File: src/rtl/phase1_addr_gen.sv
// Phase-1 RFC lookup: index = id_a*cfg_num_b+id_b -> bram_phase1 read -> result FIFO; 3-cycle latency.
// s_ready comes from a registered credit count (no m_ready path); `PHASE1_BOUNDS_CHECK_EN adds the oob check.
module phase1_addr_gen #(
  parameter int ADDR_WIDTH = 32,
  parameter int DATA_WIDTH = 32,
  parameter int DEPTH      = 32768,
  parameter int ID_A_WIDTH = 16,
  parameter int ID_B_WIDTH = 16,
  parameter int TAG_WIDTH  = 8,
  parameter int FIFO_DEPTH = 4
) (
  input  logic                  clka,
  input  logic                  rsta,
  input  logic [ID_B_WIDTH-1:0] cfg_num_b,
  input  logic                  s_valid,
  output logic                  s_ready,
  input  logic [ID_A_WIDTH-1:0] s_id_a,
  input  logic [ID_B_WIDTH-1:0] s_id_b,
  input  logic [TAG_WIDTH-1:0]  s_tag,
  output logic                  bram_ena,
  output logic [ADDR_WIDTH-1:0] bram_addra,
  input  logic [DATA_WIDTH-1:0] bram_douta,
  output logic                  m_valid,
  input  logic                  m_ready,
  output logic [DATA_WIDTH-1:0] m_eqid,
  output logic [TAG_WIDTH-1:0]  m_tag,
  output logic                  m_oob
);

  localparam int PROD_W = ID_A_WIDTH + ID_B_WIDTH;
  localparam int IDX_W  = PROD_W + 1;
  localparam int PTR_W  = $clog2(FIFO_DEPTH);
  localparam int CRED_W = PTR_W + 1;
  localparam int ENT_W  = DATA_WIDTH + TAG_WIDTH + 1;

  logic                  accept;
  logic                  pop;
  logic [PROD_W-1:0]     prod;
  logic [IDX_W-1:0]      idx;
  logic                  req_oob;
  logic [ADDR_WIDTH-1:0] req_addr;

  logic                  s1_vld_q, s1_vld_d;
  logic [ADDR_WIDTH-1:0] s1_addr_q, s1_addr_d;
  logic [TAG_WIDTH-1:0]  s1_tag_q, s1_tag_d;
  logic                  s1_oob_q, s1_oob_d;
  logic                  s2_vld_q, s2_vld_d;
  logic [TAG_WIDTH-1:0]  s2_tag_q, s2_tag_d;
  logic                  s2_oob_q, s2_oob_d;

  logic [CRED_W-1:0]     wr_ptr_q, wr_ptr_d;
  logic [CRED_W-1:0]     rd_ptr_q, rd_ptr_d;
  logic [CRED_W-1:0]     cred_q, cred_d;
  logic [ENT_W-1:0]      fifo_q [FIFO_DEPTH];
  logic [ENT_W-1:0]      fifo_d [FIFO_DEPTH];
  logic [ENT_W-1:0]      head;

  assign s_ready = !rsta && (cred_q < CRED_W'(FIFO_DEPTH));
  assign accept  = s_valid && s_ready;
  assign m_valid = (wr_ptr_q != rd_ptr_q);
  assign pop     = m_valid && m_ready;

  // Full-width product plus one carry bit so the range check sees the true index.
  always_comb begin
    prod = PROD_W'(s_id_a) * PROD_W'(cfg_num_b);
    idx  = {1'b0, prod} + IDX_W'(s_id_b);
`ifdef PHASE1_BOUNDS_CHECK_EN
    req_oob = (s_id_b >= cfg_num_b) || (idx >= IDX_W'(DEPTH));
`else
    req_oob = 1'b0;
`endif
    req_addr = req_oob ? '0 : ADDR_WIDTH'(idx);
  end

  always_comb begin
    s1_vld_d  = accept;
    s1_addr_d = s1_addr_q;
    s1_tag_d  = s1_tag_q;
    s1_oob_d  = s1_oob_q;
    if (accept) begin
      s1_addr_d = req_addr;
      s1_tag_d  = s_tag;
      s1_oob_d  = req_oob;
    end
    s2_vld_d = s1_vld_q;
    s2_tag_d = s1_tag_q;
    s2_oob_d = s1_oob_q;
  end

  always_comb begin
    fifo_d   = fifo_q;
    wr_ptr_d = wr_ptr_q + CRED_W'(s2_vld_q);
    rd_ptr_d = rd_ptr_q + CRED_W'(pop);
    cred_d   = cred_q + CRED_W'(accept) - CRED_W'(pop);
    if (s2_vld_q) begin
      fifo_d[wr_ptr_q[PTR_W-1:0]] = {(s2_oob_q ? {DATA_WIDTH{1'b0}} : bram_douta), s2_tag_q, s2_oob_q};
    end
  end

  always_ff @(posedge clka) begin
    if (rsta) begin
      s1_vld_q  <= 1'b0;
      s1_addr_q <= '0;
      s1_tag_q  <= '0;
      s1_oob_q  <= 1'b0;
      s2_vld_q  <= 1'b0;
      s2_tag_q  <= '0;
      s2_oob_q  <= 1'b0;
      wr_ptr_q  <= '0;
      rd_ptr_q  <= '0;
      cred_q    <= '0;
    end else begin
      s1_vld_q  <= s1_vld_d;
      s1_addr_q <= s1_addr_d;
      s1_tag_q  <= s1_tag_d;
      s1_oob_q  <= s1_oob_d;
      s2_vld_q  <= s2_vld_d;
      s2_tag_q  <= s2_tag_d;
      s2_oob_q  <= s2_oob_d;
      wr_ptr_q  <= wr_ptr_d;
      rd_ptr_q  <= rd_ptr_d;
      cred_q    <= cred_d;
    end
  end

  // Entry storage needs no reset: outputs are masked until an entry is written.
  always_ff @(posedge clka) begin
    fifo_q <= fifo_d;
  end

  assign bram_ena   = s1_vld_q;
  assign bram_addra = s1_addr_q;
  assign head       = m_valid ? fifo_q[rd_ptr_q[PTR_W-1:0]] : '0;
  assign m_eqid     = head[ENT_W-1 -: DATA_WIDTH];
  assign m_tag      = head[TAG_WIDTH:1];
  assign m_oob      = head[0];

endmodule

File: config.mk
export PLATFORM = sky130hd
export DESIGN_NAME = phase1_addr_gen
export DESIGN_NICKNAME = d
export VERILOG_FILES = /design/src/rtl/phase1_addr_gen.sv
export SDC_FILE = /design/constraint.sdc
export NUM_CORES = 1
export LEC_CHECK = 0
export ABC_AREA = 1
export BUFFER_PORTS_ARGS = -buffer_cell sky130_fd_sc_hd__buf_2
export CAP_MARGIN = 0
export CELL_PAD_IN_SITES_DETAIL_PLACEMENT = 0
export CELL_PAD_IN_SITES_GLOBAL_PLACEMENT = 1
export CORE_ASPECT_RATIO = 1.1
export CORE_MARGIN = 10
export CORE_UTILIZATION = 50
export DETAILED_ROUTE_END_ITERATION = 7
export PLACE_DENSITY = 0.93
export SYNTH_ARGS = -nofsm -noshare
export SYNTH_HDL_FRONTEND = slang
export SYNTH_SLANG_ARGS = --single-unit
File: constraint.sdc
create_clock -name clka -period 14.4 [get_ports clka]
set_input_delay 2.88 -clock clka [delete_from_list [all_inputs] [get_ports clka]]
set_output_delay 2.88 -clock clka [all_outputs]
set_load 0.02 [all_outputs]
After elaboration in Yosys (flattened, before gate mapping)
Index checks and enable logic that the tools add are counted.
W data, S select, Z words.

word-level totals
  latch bits = 0
  ROM bits = 0
  register bits after elaboration = 223
  RAM bits = 0
  memories = 0
  input bits = 92

cells by class
  bitwise operators = 2
  mux-type cells = 7
  $mul = 1
  add/subtract/negate cells = 5
  equal/unequal tests = 1
  shift-type cells = 0
  reductions and logical operators = 5
  divide/modulo/power cells = 0
  magnitude comparators = 4

operators by type and width
  kind                  number
  $bwmux W164           1
  $mux W41              4
  $bmux W41 S2          1
  $demux W41 S2         1
  $add A32 B16 Y32      1
  $mul A16 B16 Y32      1
  $add A3 B1 Y3         3
  $ge A3 B3 Y1 const B  2
  $not A2 Y3            2
  $logic_and A1 B1 Y1   4
  $lt A3 B1 Y1 const B  1
  $lt A3 B3 Y1 const B  1
  $ne A3 B3 Y1          1
  $sub A3 B1 Y3         1
  $logic_not A1 Y1      1

Longest topological paths before layout
  word-level depth = 6
  mapped depth = 29
  gate-level depth less buffers = 27

Least setup slack after synthesis
No wires, ideal clock.

  path type = input-to-reg
  from = in cfg_num_b[7]
  to = reg s1_addr_q[28] (netlist: bram_addra[28])
  arrival = 7.693 ns
  setup slack = 6.598 ns
  cell stages on the path = 27
  cell sequence = clkbuf_1 clkbuf_1 nand2_1 fa_1 inv_1 fa_1 inv_1 fa_1 inv_1 fa_1 fa_1 inv_1 fa_1 inv_1 ha_1 nand2_2 inv_1 nand2_1 nand2_1 nand2_1 nand2_1 a21oi_1 nand2_1 nand2_1 nand3_1 nand2_1 inv_1

between the ends
  cells in the longest elaborated chain, start to end = 2

RTL lines
  what                  line  source
  from (decl)           14    input logic [ID_B_WIDTH-1:0] cfg_num_b,
  $mul A16 B16 Y32      65    prod = PROD_W'(s_id_a) * PROD_W'(cfg_num_b);
  $add A32 B16 Y32      66    idx = {1'b0, prod} + IDX_W'(s_id_b);
  to (signal assigned)  114   s1_addr_q <= s1_addr_d;
  to (decl)             44    logic [ADDR_WIDTH-1:0] s1_addr_q, s1_addr_d;

No other way between the ends.
A chain may end at the register's enable or synchronous reset.

Worst setup path after layout
  from = in cfg_num_b[2]
  to = reg s1_addr_q[19] (netlist: bram_addra[19])

The elaborated chain is that of the path after synthesis.

==> metrics.md <==
| Metric | Value |
|---|---|
| Outcome | finished clean |
| Worst clock skew | roughly 0.0094 ns |
| Buffers on Ports | 166 |
| Worst-path clk slew | about 0.070 ns |
| Initial Util | 0.506 |
| Drt wl/cell | 16.5 µm |
| Final instance area | 20,100 µm² |
| Post-synthesis cell area | 18,300 µm² |
| Placed cell area | 19,400 µm² |
| Synth Area per Inst | 8.45 µm² |
| Leak | 10.6 nW |
| Largest net degree at the start of global routing | 81 |
| Final Hold Fails | 0 |
| Min Hold Slack | 0.429 ns |
| CTS tree | built |
| Number of fill cells | approximately 3,300 |
| Max cap viols | 0 |
| DIE AREA | 44,600 µm² |
| Routability congestion estimate | 0.911 |
| Layout cells sized above 1 | 0.105 |
| RSZ-0062 raised after global routing | no |
| Clk sink count | 219 |
| Later-pin clock latency in the skew report | about 0.5 ns |
| TritonRoute pass-1 iters | 5 |
| Crit share post-route | 0.533 |
| Synth warn | 0 |
| Crit Path Class | primary input to flip-flop |
| Initial drt markers | 804 |
| Ports | 168 |
| GR Overflow Total | 0 |
| Placed insts | 2,716 |
| Vias per Instance | 5.03 |
| Most frequent cells in the layout | 522 x inv_1, 487 x nand2_1, 211 x fa_1 |
| Antenna viol nets, final | 0 |
| Relative slew slack | 0.154 |
| Initial antenna violation count | 1 |
| Routed wire length | 45,700 µm |
| Sequential fraction of the synthesis area | 0.328 |
| Commonest non-fill, non-tap cell in the layout | inv_1 |
| CTS Buf Count | 22 |
| Core area | around 36,000 µm² |
| DP HPWL | 34,200 µm |
| Arr. time, crit path | 8.06 ns |
| Pins Over Slew Limit | 0 |
| Worst slack, placed | approximately 6.2 ns |
| Setup WS post-layout | around 6.7 ns |
| Critical path capture point type | flip-flop |
| Synth cell types | 29 |
| Worst setup SP type | primary input |
| GRT Overall Usage | 0.205 |
| DRC | 0 |
| CP Data Required Time | 14.79 ns |
| Cell Count, Final, Fillers Out | between 2,000 and 3,000 |
| Clock root cell | clkbuf_16 |
| Setup bufs post-CTS | 0 |
| Post-synthesis register bit count | between 200 and 250 |
| Util after Layout | 0.556 |
| Power, Total | 5.00 mW |
| Post-route minimum period | 7.67 ns |
| Fin nets | 2,668 |
| Hold-fix buffers, CTS | 0 |
| Worst hold path class | flip-flop to flip-flop |
| Worst-margin pin slew | around 1.3 ns |
| Maximum VDD drop | 0.214 mV |
| Clock Tree Buf Depth | 3 |
| First-pass GRT wire length | 73,500 µm |
| Die extent in x | 202 µm |
| Area growth syn-to-layout | 9.86% |
| Critical path fanouts, max | 16 |
| Syn Nets | 2,577 |
| DR vias | approximately 14,000 |
| H-tree depth | 1 |
| Fmax | roughly 0.13 GHz |
| Setup-failing EPs final | 0 |
| Power density over the cells | 249 nW/µm² |
| Vias in the first global route | 14,551 |
| Syn Inst Count | 2,162 |
| Row cnt | 73 |
| Die Y | about 220 µm |
| Setup TNS | 0 ns |
| Resized Gates After CTS | 0 |
## cell families (layout without fill, tap and decap cells)
family	Yosys count	count (layout)	share of synthesized area
compound gates	179	179	0.0493
xor+xnor	22	22	0.0105
fa+ha+maj	323	323	0.308
buf+inv	634	741	0.132
flops	219	219	0.328
other cells	1	8	0.000205
simple gates	784	784	0.173
## layer usage
layer / GRT usage / part of all wire
met5: 0 / 0
met3: 0.0202 / 0.052
met2: 0.378 / 0.52
met1: 0.241 / 0.39
met4: 0.0858 / 0.040
## flip-flops by register name, summed over array words and instances (netlist names)
register	count
cred_q	3
wr_ptr_q	3
bram_ena	1
s1_tag_q	8
s2_tag_q	8
s2_vld_q	1
bram_addra	32
rd_ptr_q	3
fifo_q	160
## path summary, 6_finish.rpt
check,start,endpoint,slack [ns],depth (start not counted)
worst min register to register,s1_tag_q[7],s2_tag_q[7],0.43,2
worst min-delay path,s1_tag_q[7],s2_tag_q[7],0.43,2
worst max-delay path,cfg_num_b[2],bram_addra[19],6.73,19
worst max register to register,rd_ptr_q[1],cred_q[2],11.03,14
## worst max-delay path, stage by stage
cell,delay (ns)
buf_2,0.32
nand2_1,0.14
fa_1,0.52
fa_1,0.54
inv_1,0.05
fa_1,0.51
fa_1,0.52
fa_1,0.49
inv_1,0.05
fa_1,0.47
inv_1,0.04
ha_1,0.37
nand2_1,0.12
nor2_1,0.25
nand2_1,0.15
a21oi_1,0.25
o21ai_0,0.19
nand2_1,0.10
o21ai_1,0.07
## synthesized netlist by cell type
library cell    n  share of area
a21o_1          1        0.00041
a21oi_1        69          0.019
buf_1           2        0.00041
buf_2          17         0.0047
buf_4           1        0.00041
clkbuf_1       89          0.018
conb_1          1        0.00021
dfxtp_1        59          0.065
edfxtp_1      160           0.26
fa_1          211           0.23
ha_1          112          0.077
inv_1         524           0.11
inv_2           1        0.00021
nand2_1       487           0.10
nand2_2         8         0.0027
nand3_1        53          0.015
nand3_2         5         0.0027
nand3b_1        1        0.00041
nand3b_4        2         0.0022
nand4_1         5         0.0017
nor2_1        208          0.043
nor2_2          6         0.0021
nor2_4          3         0.0018
nor3_1          6         0.0016
o21ai_0        94          0.026
o21ai_1        14         0.0038
o21bai_1        1        0.00041
xnor2_1        17         0.0082
xor2_1          5         0.0024
## area by class of cell
| cell class | count | area [µm²] | share of cell area |
|---|---|---|---|
| antenna | 7 | 17.5 | 0.000873 |
| clock buffer | 34 | 627 | 0.0312 |
| clock inverter | 6 | 53.8 | 0.00268 |
| inverter | 525 | 1970 | 0.0982 |
| multi-input combinational | 1309 | 9900 | 0.493 |
| sequential | 219 | 5990 | 0.298 |
| tap | 487 | 609 | 0.0304 |
| timing repair buffer | 176 | 906 | 0.0451 |
## where the power goes
part	internal, mW	switching, mW	total, mW
logic	1.33	2.37	3.69
registers	0.732	0.0318	0.764
clock network	0.303	0.235	0.539
Power figures use the tool's default switching activity.
